### src/rtl/ssd_scan_mux.sv
// Multi-digit seven-segment scan driver: internal prescaler, load-strobed value latch,
// leading-zero blanking, dash/blank codes, per-digit decimal points and whole-display blink.
module ssd_scan_mux #(
   parameter int unsigned NUM_DIGITS   = 4,
   parameter int unsigned SCAN_DIV     = 8192,
   parameter int unsigned BLINK_FRAMES = 32,
   parameter bit          ACTIVE_LOW   = 1'b1
) (
   input  logic                    clk,
   input  logic                    rst,
   input  logic [4*NUM_DIGITS-1:0] bcd,
   input  logic [NUM_DIGITS-1:0]   dp,
   input  logic                    load,
   input  logic                    lz_blank,
   input  logic                    blink_en,
   output logic [NUM_DIGITS-1:0]   DIGIT,
   output logic [6:0]              DISPLAY,
   output logic                    DP_OUT
);

   localparam int unsigned TW = $clog2(SCAN_DIV);
   localparam int unsigned IW = (NUM_DIGITS > 1) ? $clog2(NUM_DIGITS) : 1;
   localparam int unsigned FW = (BLINK_FRAMES > 1) ? $clog2(BLINK_FRAMES) : 1;

   typedef enum logic {PH_ON, PH_OFF} phase_t;

   logic [TW-1:0]           tick_q, tick_d;
   logic [IW-1:0]           idx_q, idx_d;
   logic [FW-1:0]           fcnt_q, fcnt_d;
   phase_t                  phase_q, phase_d;
   logic [4*NUM_DIGITS-1:0] bcd_q, bcd_d;
   logic [NUM_DIGITS-1:0]   dp_q, dp_d;
   logic                    lz_q, lz_d;
   logic [NUM_DIGITS-1:0]   digit_q, digit_d;
   logic [6:0]              display_q, display_d;
   logic                    dp_out_q, dp_out_d;

   logic                    tick_wrap, idx_last, frame_wrap;
   logic [NUM_DIGITS-1:0]   lead_zero;
   logic                    zero_run;
   logic [3:0]              code;
   logic [6:0]              glyph;
   logic [NUM_DIGITS-1:0]   digit_hi;

   function automatic logic [6:0] seg_decode(input logic [3:0] c);
      case (c)
         4'd0:    seg_decode = 7'h3F;
         4'd1:    seg_decode = 7'h06;
         4'd2:    seg_decode = 7'h5B;
         4'd3:    seg_decode = 7'h4F;
         4'd4:    seg_decode = 7'h66;
         4'd5:    seg_decode = 7'h6D;
         4'd6:    seg_decode = 7'h7D;
         4'd7:    seg_decode = 7'h07;
         4'd8:    seg_decode = 7'h7F;
         4'd9:    seg_decode = 7'h6F;
         4'd11:   seg_decode = 7'h40;
         default: seg_decode = 7'h00;
      endcase
   endfunction

   always_comb begin
      tick_wrap  = (tick_q == TW'(SCAN_DIV - 1));
      idx_last   = (idx_q == IW'(NUM_DIGITS - 1));
      frame_wrap = tick_wrap & idx_last;

      tick_d = tick_wrap ? '0 : tick_q + 1'b1;
      idx_d  = idx_q;
      if (tick_wrap) idx_d = idx_last ? '0 : idx_q + 1'b1;

      bcd_d = bcd_q;
      dp_d  = dp_q;
      lz_d  = lz_q;
      fcnt_d  = fcnt_q;
      phase_d = phase_q;
      // load overrides any blink toggle on the same edge
      if (load) begin
         bcd_d   = bcd;
         dp_d    = dp;
         lz_d    = lz_blank;
         fcnt_d  = '0;
         phase_d = PH_ON;
      end else if (!blink_en) begin
         fcnt_d  = '0;
         phase_d = PH_ON;
      end else if (frame_wrap) begin
         if (fcnt_q == FW'(BLINK_FRAMES - 1)) begin
            fcnt_d  = '0;
            phase_d = (phase_q == PH_ON) ? PH_OFF : PH_ON;
         end else begin
            fcnt_d = fcnt_q + 1'b1;
         end
      end
   end

   always_comb begin
      // lead_zero[i]: digit i and every digit above it hold code 0
      zero_run  = 1'b1;
      lead_zero = '0;
      for (int unsigned k = 0; k < NUM_DIGITS; k++) begin
         zero_run = zero_run & (bcd_q[(NUM_DIGITS-1-k)*4 +: 4] == 4'd0);
         lead_zero[NUM_DIGITS-1-k] = zero_run;
      end

      code  = bcd_q[{idx_q, 2'b00} +: 4];
      glyph = seg_decode(code);
      if (lz_q && lead_zero[idx_q] && (idx_q != '0)) glyph = 7'h00;

      digit_hi = '0;
      for (int unsigned i = 0; i < NUM_DIGITS; i++)
         digit_hi[i] = (phase_q == PH_ON) && (idx_q == IW'(i));

      digit_d   = {NUM_DIGITS{ACTIVE_LOW}} ^ digit_hi;
      display_d = {7{ACTIVE_LOW}} ^ glyph;
      dp_out_d  = ACTIVE_LOW ^ dp_q[idx_q];
   end

   always_ff @(posedge clk or negedge rst) begin
      if (!rst) begin
         tick_q    <= '0;
         idx_q     <= '0;
         fcnt_q    <= '0;
         phase_q   <= PH_ON;
         bcd_q     <= {NUM_DIGITS{4'hA}};
         dp_q      <= '0;
         lz_q      <= 1'b0;
         digit_q   <= {NUM_DIGITS{ACTIVE_LOW}};
         display_q <= {7{ACTIVE_LOW}};
         dp_out_q  <= ACTIVE_LOW;
      end else begin
         tick_q    <= tick_d;
         idx_q     <= idx_d;
         fcnt_q    <= fcnt_d;
         phase_q   <= phase_d;
         bcd_q     <= bcd_d;
         dp_q      <= dp_d;
         lz_q      <= lz_d;
         digit_q   <= digit_d;
         display_q <= display_d;
         dp_out_q  <= dp_out_d;
      end
   end

   assign DIGIT   = digit_q;
   assign DISPLAY = display_q;
   assign DP_OUT  = dp_out_q;

endmodule
### config.mk
export PLATFORM = sky130hd
export DESIGN_NAME = ssd_scan_mux
export DESIGN_NICKNAME = d
export VERILOG_FILES = /design/src/rtl/ssd_scan_mux.sv
export SDC_FILE = /design/constraint.sdc
export NUM_CORES = 1
export LEC_CHECK = 0
export CAP_MARGIN = 20
export CORE_ASPECT_RATIO = 1.5
export CORE_MARGIN = 3
export CORE_UTILIZATION = 54
export DETAILED_ROUTE_END_ITERATION = 8
export PLACE_DENSITY = 0.83
export SETUP_SLACK_MARGIN = 0.5
export SYNTH_ARGS = -nofsm -noshare
export SYNTH_HDL_FRONTEND = slang
export SYNTH_SLANG_ARGS = --single-unit
export TNS_END_PERCENT = 10
### constraint.sdc
create_clock -name clk -period 2.43 [get_ports clk]
set_input_delay 0.729 -clock clk [delete_from_list [all_inputs] [get_ports clk]]
set_output_delay 0.729 -clock clk [all_outputs]
set_load 0.05 [all_outputs]
==> results of run 1 <==
[final cells by class]
class | instances | area (µm²) | share of cell area [%]
sequential | 54 | 1378 | 42.39
multi-input combinational | 146 | 1217 | 37.47
timing repair buffer | 46 | 446.7 | 13.75
tap | 64 | 80.08 | 2.464
clock buffer | 5 | 68.82 | 2.118
inverter | 10 | 37.54 | 1.155
clock inverter | 3 | 21.27 | 0.6546
[synthesized netlist by cell type]
library cell,instances
o31ai_1,1
a21oi_1,5
dfstp_2,20
buf_6,1
clkbuf_1,3
o2bb2ai_1,1
a31oi_1,2
o21ai_0,8
or4_1,2
and4_1,1
and2_1,2
ha_1,13
o311ai_0,1
a21o_1,1
nand3_1,4
nand4_1,2
nor2b_1,6
a31o_2,1
nand4_2,1
or4_4,1
nor4_1,6
and4_2,1
nand2_1,9
and3_1,2
mux2i_1,4
xor2_1,5
mux4_2,7
nand3b_1,2
xnor2_1,4
a211o_1,1
buf_1,2
mux2_2,22
o211ai_1,3
inv_1,10
dfrtp_1,34
nor2_1,15
nand2b_1,10
or2_2,2
o21ai_1,1
[per-layer routing]
metal	wire, µm	global-route usage, %	vias to the layer above
met5	0	0	-
met3	189	4.412	6
li1	-	-	857
met1	1973	22.86	886
met2	2547	30.57	37
met4	78	6.667	0
[power breakdown]
part | internal (W) | leakage [nW] | switching [W]
registers | 0.000981 | 0.640 | 0.0000392
clock network | 0.000203 | 0.0441 | 0.000293
logic | 0.000138 | 0.685 | 0.000173
total | 0.00132 | 1.37 | 0.000505
[stage by stage]
| stage | cell area [µm²] | setup WS (ps) | cells | total power, W |
|---|---|---|---|---|
| 2_1_floorplan | 2663 | 493.5 | 216 | 0.001226 |
| 3_3_place_gp | 3114 | 383.7 | 315 | 0.001349 |
| 3_5_place_dp | 3114 | 367.9 | 315 | 0.001360 |
| 4_1_cts | 3214 | 374.8 | 323 | 0.001846 |
| 5_1_grt | 3249 | 349.9 | 328 | 0.001919 |
| 6_report | 3249 | 390.7 | 328 | 0.001827 |
[flip-flops by register name, indices dropped and copies added, names as in the netlist]
signal / count
lz_q: 1
DIGIT: 4
DISPLAY: 7
tick_q: 13
idx_q: 2
dp_q: 4
DP_OUT: 1
phase_q: 1
bcd_q: 16
fcnt_q: 5
[final timing paths]
kind                              end        from  slack, ps  depth (start not counted)
setup / recovery           DISPLAY[6]  DISPLAY[6]        390                          1
hold / removal              tick_q[3]         rst        390                          1
setup reg to reg            fcnt_q[3]    idx_q[0]        440                          5
hold reg to reg             tick_q[0]   tick_q[0]        460                          1
max in group asynchronous  DISPLAY[1]         rst       1420                          2
min in group clk            tick_q[0]   tick_q[0]        460                          1
[timing repair]
action / in CTS / in global routing
setup buffers: 0 / 5
setup endpoints to repair: 16 / 24
resized for setup: 32 / 2
pin swaps: 0 / 1
[kinds of logic (layout without fill, tap and decap cells)]
group                      count (synthesis)  count (layout)  synth area share [%]
and+or+nand+nor                           66              66                 13.94
DFF                                       54              54                 51.81
muxes                                     33              33                 16.77
AOI/OAI and AO/OA                         25              25                 5.841
buffers and inverters                     16              64                 2.544
adders and majority gates                 13              13                 6.124
xor gates and xnor gates                   9               9                 2.967
==> impl_metrics.toml, run 1 <==
[outcome]
status = "complete, no violations"

[global_route]
grt_pass1_vias = 1756
grt.total_usage_pct = 18.26
gr-total-overflow = 0
grt_pass1_wl_mm = 8.335
antenna_found_initial = 0
grt_max_degree = 32

[timing]
setup-tns-final_ps = 0
hold_viol = 0
worst_slew_pin_slew_ps = 735.1
hold-worst-slack_ps = 390.9
post-route-period-util_pct = 83.92
skew_ps = 7.698
layout_min_cycle_time_ps = 2039
rsz0062_at_grt = "yes"
max_slew_margin_pct = 50.54
drv_slew = 0
clock.fmax_mhz = 490.4
setup_viol = 0

[synth]
yosysWarnings = 0
synth_top_cell_by_area = "dfrtp_1"
ys_ff_latch = 54
syn_area_mm2 = 0.002656
synthTopCellsByArea = "dfrtp_1 32%, dfstp_2 20%, mux2_2 9.3%, ha_1 6.1%, mux4_2 5.9%"
syn_nets = 254
yosysSeqAreaShare_pct = 51.81
synth_top_area_share_pct = 32.03
syn_avg_cell_area_um2 = 12.30
netlist_instances = 216
synth.distinct_cells = 39

[placed_design]
hpwlAfterDp_mm = 3.614
place.gp.congestion = 0.8564
io_buffers = 36

[clocking]
hold_buffers = 0
cts.htree.levels = 2
ctsRootBufferMaster = "clkbuf_8"
clkLatencyLatePin_ps = 310
cts_tree = "yes"
cts_buffer_depth = 2
cts_buffers = 5
path_clk_slew_ps = 90
cts.sinks = 54

[layout]
fillers = 348
area_growth_pct = 22.33
final_common_cell = "dfrtp_1"
final_nets = 301
final_cell_mix = "33 x dfrtp_1, 23 x clkdlybuf4s50_1, 22 x mux2_2"
antennaDiodeCount = 0
drive_gt1_share_pct = 32.20
final_util_pct = 69.81

[job]
maxCapViolations = 0

[die]
die_height_um = 91.90
dieArea_mm2 = 0.005814
io_pins = 37
initial_core_util_pct = 57.07
die_x_um = 63.27
rows = 30
fp.coreArea_mm2 = 0.004654

[setup_path]
critPathCaptureType = "primary output"
slowest_delay_ps = 520
cp_cell_sequence = "clkdlybuf4s15_1"
critPathRequiredTime_ps = 1700
cp_data_arrival_time_ps = 1310
path_delay_family = "flip-flops"
crit_fanout = 1
crit_type = "reg2out"
worstSetupStartpointType = "register"
cp_slowest_cell = "dfstp_2"
worst-path-buf-inv = 1

[drt]
wl_per_cell_um = 14.60
vias_per_cell = 5.445
drc = 0
detail_route.first_pass.iterations = 4
detail-route-antenna-nets = 0
wl_mm = 4.789
drt_iter0_markers = 84
vias = 1786

[pwr]
leakage_nw = 1.369
vdd_drop_max_v = 0.0004033
powerDensity_mw_per_mm2 = 562.3

[hold_path]
worstHoldPathType = "in2async"
Note: power is estimated with default switching activity, not from simulation.
==> run 2, diff against run 1 <==
==> constraint.sdc (replaced) <==
create_clock -name clk -period 1.9 [get_ports clk]
set_input_delay 0.57 -clock clk [delete_from_list [all_inputs] [get_ports clk]]
set_output_delay 0.57 -clock clk [all_outputs]
set_load 0.05 [all_outputs]
==> run 2 against run 1 <==
The run now ends with setup timing left. Power rose by 41%. Count of clock-buffer cells in the layout is 1 higher. First-iteration DRC count decreased by 32%. Critical path type is now reg2reg. Clock power rose by 37%. Highest routed layer unchanged. Worst hold slack worse by 180 ps. Die area unchanged.
==> impl_metrics.toml, run 2 (synthesis gave the netlist of run 1 again) <==
[global_route]
grt_pass1_wl_mm = 9.259
gr-total-overflow = 0
grt_max_degree = 55
grt_pass1_vias = 2022
grt.total_usage_pct = 20.05
antenna_found_initial = 0

[placed_design]
place.gp.congestion = 0.7990
placed_area_mm2 = 0.003329
hpwlAfterDp_mm = 3.719
io_buffers = 36
dp_cells = 322

[setup_path]
worst-path-buf-inv = 2
slowest_delay_ps = 610
critPathCaptureType = "register"
path_delay_family = "multiplexers"
crit_fanout = 6
critPathRequiredTime_ps = 2140
cp_data_arrival_time_ps = 2190
worstSetupStartpointType = "register"
rrSetupSlack_ps = -50
crit_type = "reg2reg"
cp_cell_sequence = "buf_12 -> buf_4 -> mux4_2 -> mux2_4 -> o2bb2ai_4 -> nand2_1"
cp_slowest_cell = "mux4_2"

[layout]
fin_cells = 344
final_cell_area_mm2 = 0.003692
final_nets = 317
drive_gt1_share_pct = 46.79
regMostFlops = "bcd_q"
fillers = 266
final_common_cell = "dfrtp_1"
area_growth_pct = 39.00
largest_reg_flops = 16
final_cell_mix = "32 x dfrtp_1, 22 x clkdlybuf4s50_1, 21 x mux2_2"
antennaDiodeCount = 0

[die]
rows = 30
dieArea_mm2 = 0.005814
fp.coreArea_mm2 = 0.004654
io_pins = 37
die_height_um = 91.90
die_x_um = 63.27
initial_core_util_pct = 57.07

[timing]
layout_min_cycle_time_ps = 1950
hold-worst-slack_ps = 212.1
post-route-period-util_pct = 102.6
hold_viol = 0
rsz0062_at_grt = "yes"
clock.fmax_mhz = 512.9
drv_slew = 0
setup_viol = 1
skew_ps = 14.33
worst_slew_pin_slew_ps = 510.0
worst_slack_ps = -49.62
max_slew_margin_pct = 65.68

[clocking]
cts.htree.levels = 2
cts_buffer_depth = 2
cts.sinks = 54
path_clk_slew_ps = 110
cts_tree = "yes"
cts_buffers = 5
ctsRootBufferMaster = "clkbuf_8"
clkLatencyLatePin_ps = 320

[pwr]
leakage_nw = 1.547
report.power.total_w = 0.002574
powerDensity_mw_per_mm2 = 697.1
vdd_drop_max_v = 0.0005985

[drt]
detail-route-antenna-nets = 0
detail_route.first_pass.iterations = 6
vias = 1955
wl_mm = 6.382
drt_iter0_markers = 57
drc = 0
vias_per_cell = 5.683
wl_per_cell_um = 18.55

[hold_path]
worstHoldPathType = "in2async"

[job]
maxCapViolations = 0

[outcome]
status = "complete, but fails checks"
violations = "setup timing"
[run 2: cell types whose count changed in the layout (fill, tap and decap cells not counted), moves of 4 or more]
cell | previous run | this run
inv_1 | 10 | 3
ha_1 | 11 | 7
clkdlybuf4s15_1 | 4 | 0
inv_2 | 0 | 4
ha_4 | 0 | 5
buf_6 | 0 | 5
clkdlybuf4s15_2 | 7 | 0
buf_12 | 1 | 15
buf_4 | 9 | 18
[run 2: repair_timing]
item | CTS | global route
setup buffers | 12 | 2
hold endpoints to repair | 0 | 0
hold buffers | 0 | 0
setup endpoints to repair | 48 | 56
resized for setup | 11 | 31
pin swaps | 4 | 10
[run 2: cell type report]
cell class | count | area (µm²) | share of cell area (%)
Clock inverter | 2 | 17.52 | 0.4744
Timing Repair Buffer | 62 | 729.5 | 19.76
Clock buffer | 6 | 72.57 | 1.965
Inverter | 10 | 47.55 | 1.288
Multi-Input combinational cell | 146 | 1366 | 37.00
Tap cell | 64 | 80.08 | 2.169
Sequential cell | 54 | 1379 | 37.34
[run 2: stage by stage]
step,util [%],TNS [ps],setup WS [ps]
floorplan,-,0,39.83
global placement,71.53,0,65.68
detailed placement,71.53,-3.127,-3.102
CTS,76.26,0,49.46
global route,79.33,-207.5,-89.27
finish,79.33,-49.62,-49.62
[run 2: worst paths after layout]
path | endpoint | start | cells after the start
worst max-delay path | DISPLAY[4] | idx_q[0] | 6
worst min-delay path | fcnt_q[4] | rst | 2
worst max register to register | DISPLAY[4] | idx_q[0] | 6
worst min register to register | tick_q[11] | tick_q[11] | 1
max in group asynchronous | bcd_q[11] | rst | 2
min in group clk | tick_q[11] | tick_q[11] | 1
[run 2: layer usage]
metal	part of all wire (%)	global-route usage (%)	up-vias
met4	2.4	8.288	0
met2	55	35.15	44
met1	39	24.18	1008
li1	-	-	893
met3	4.2	3.431	10
met5	0	0	-
[run 2: power by group]
group | internal [W] | switching [W]
combinational | 0.000301 | 0.000264
sequential | 0.00126 | 0.0000730
clock | 0.000269 | 0.000411
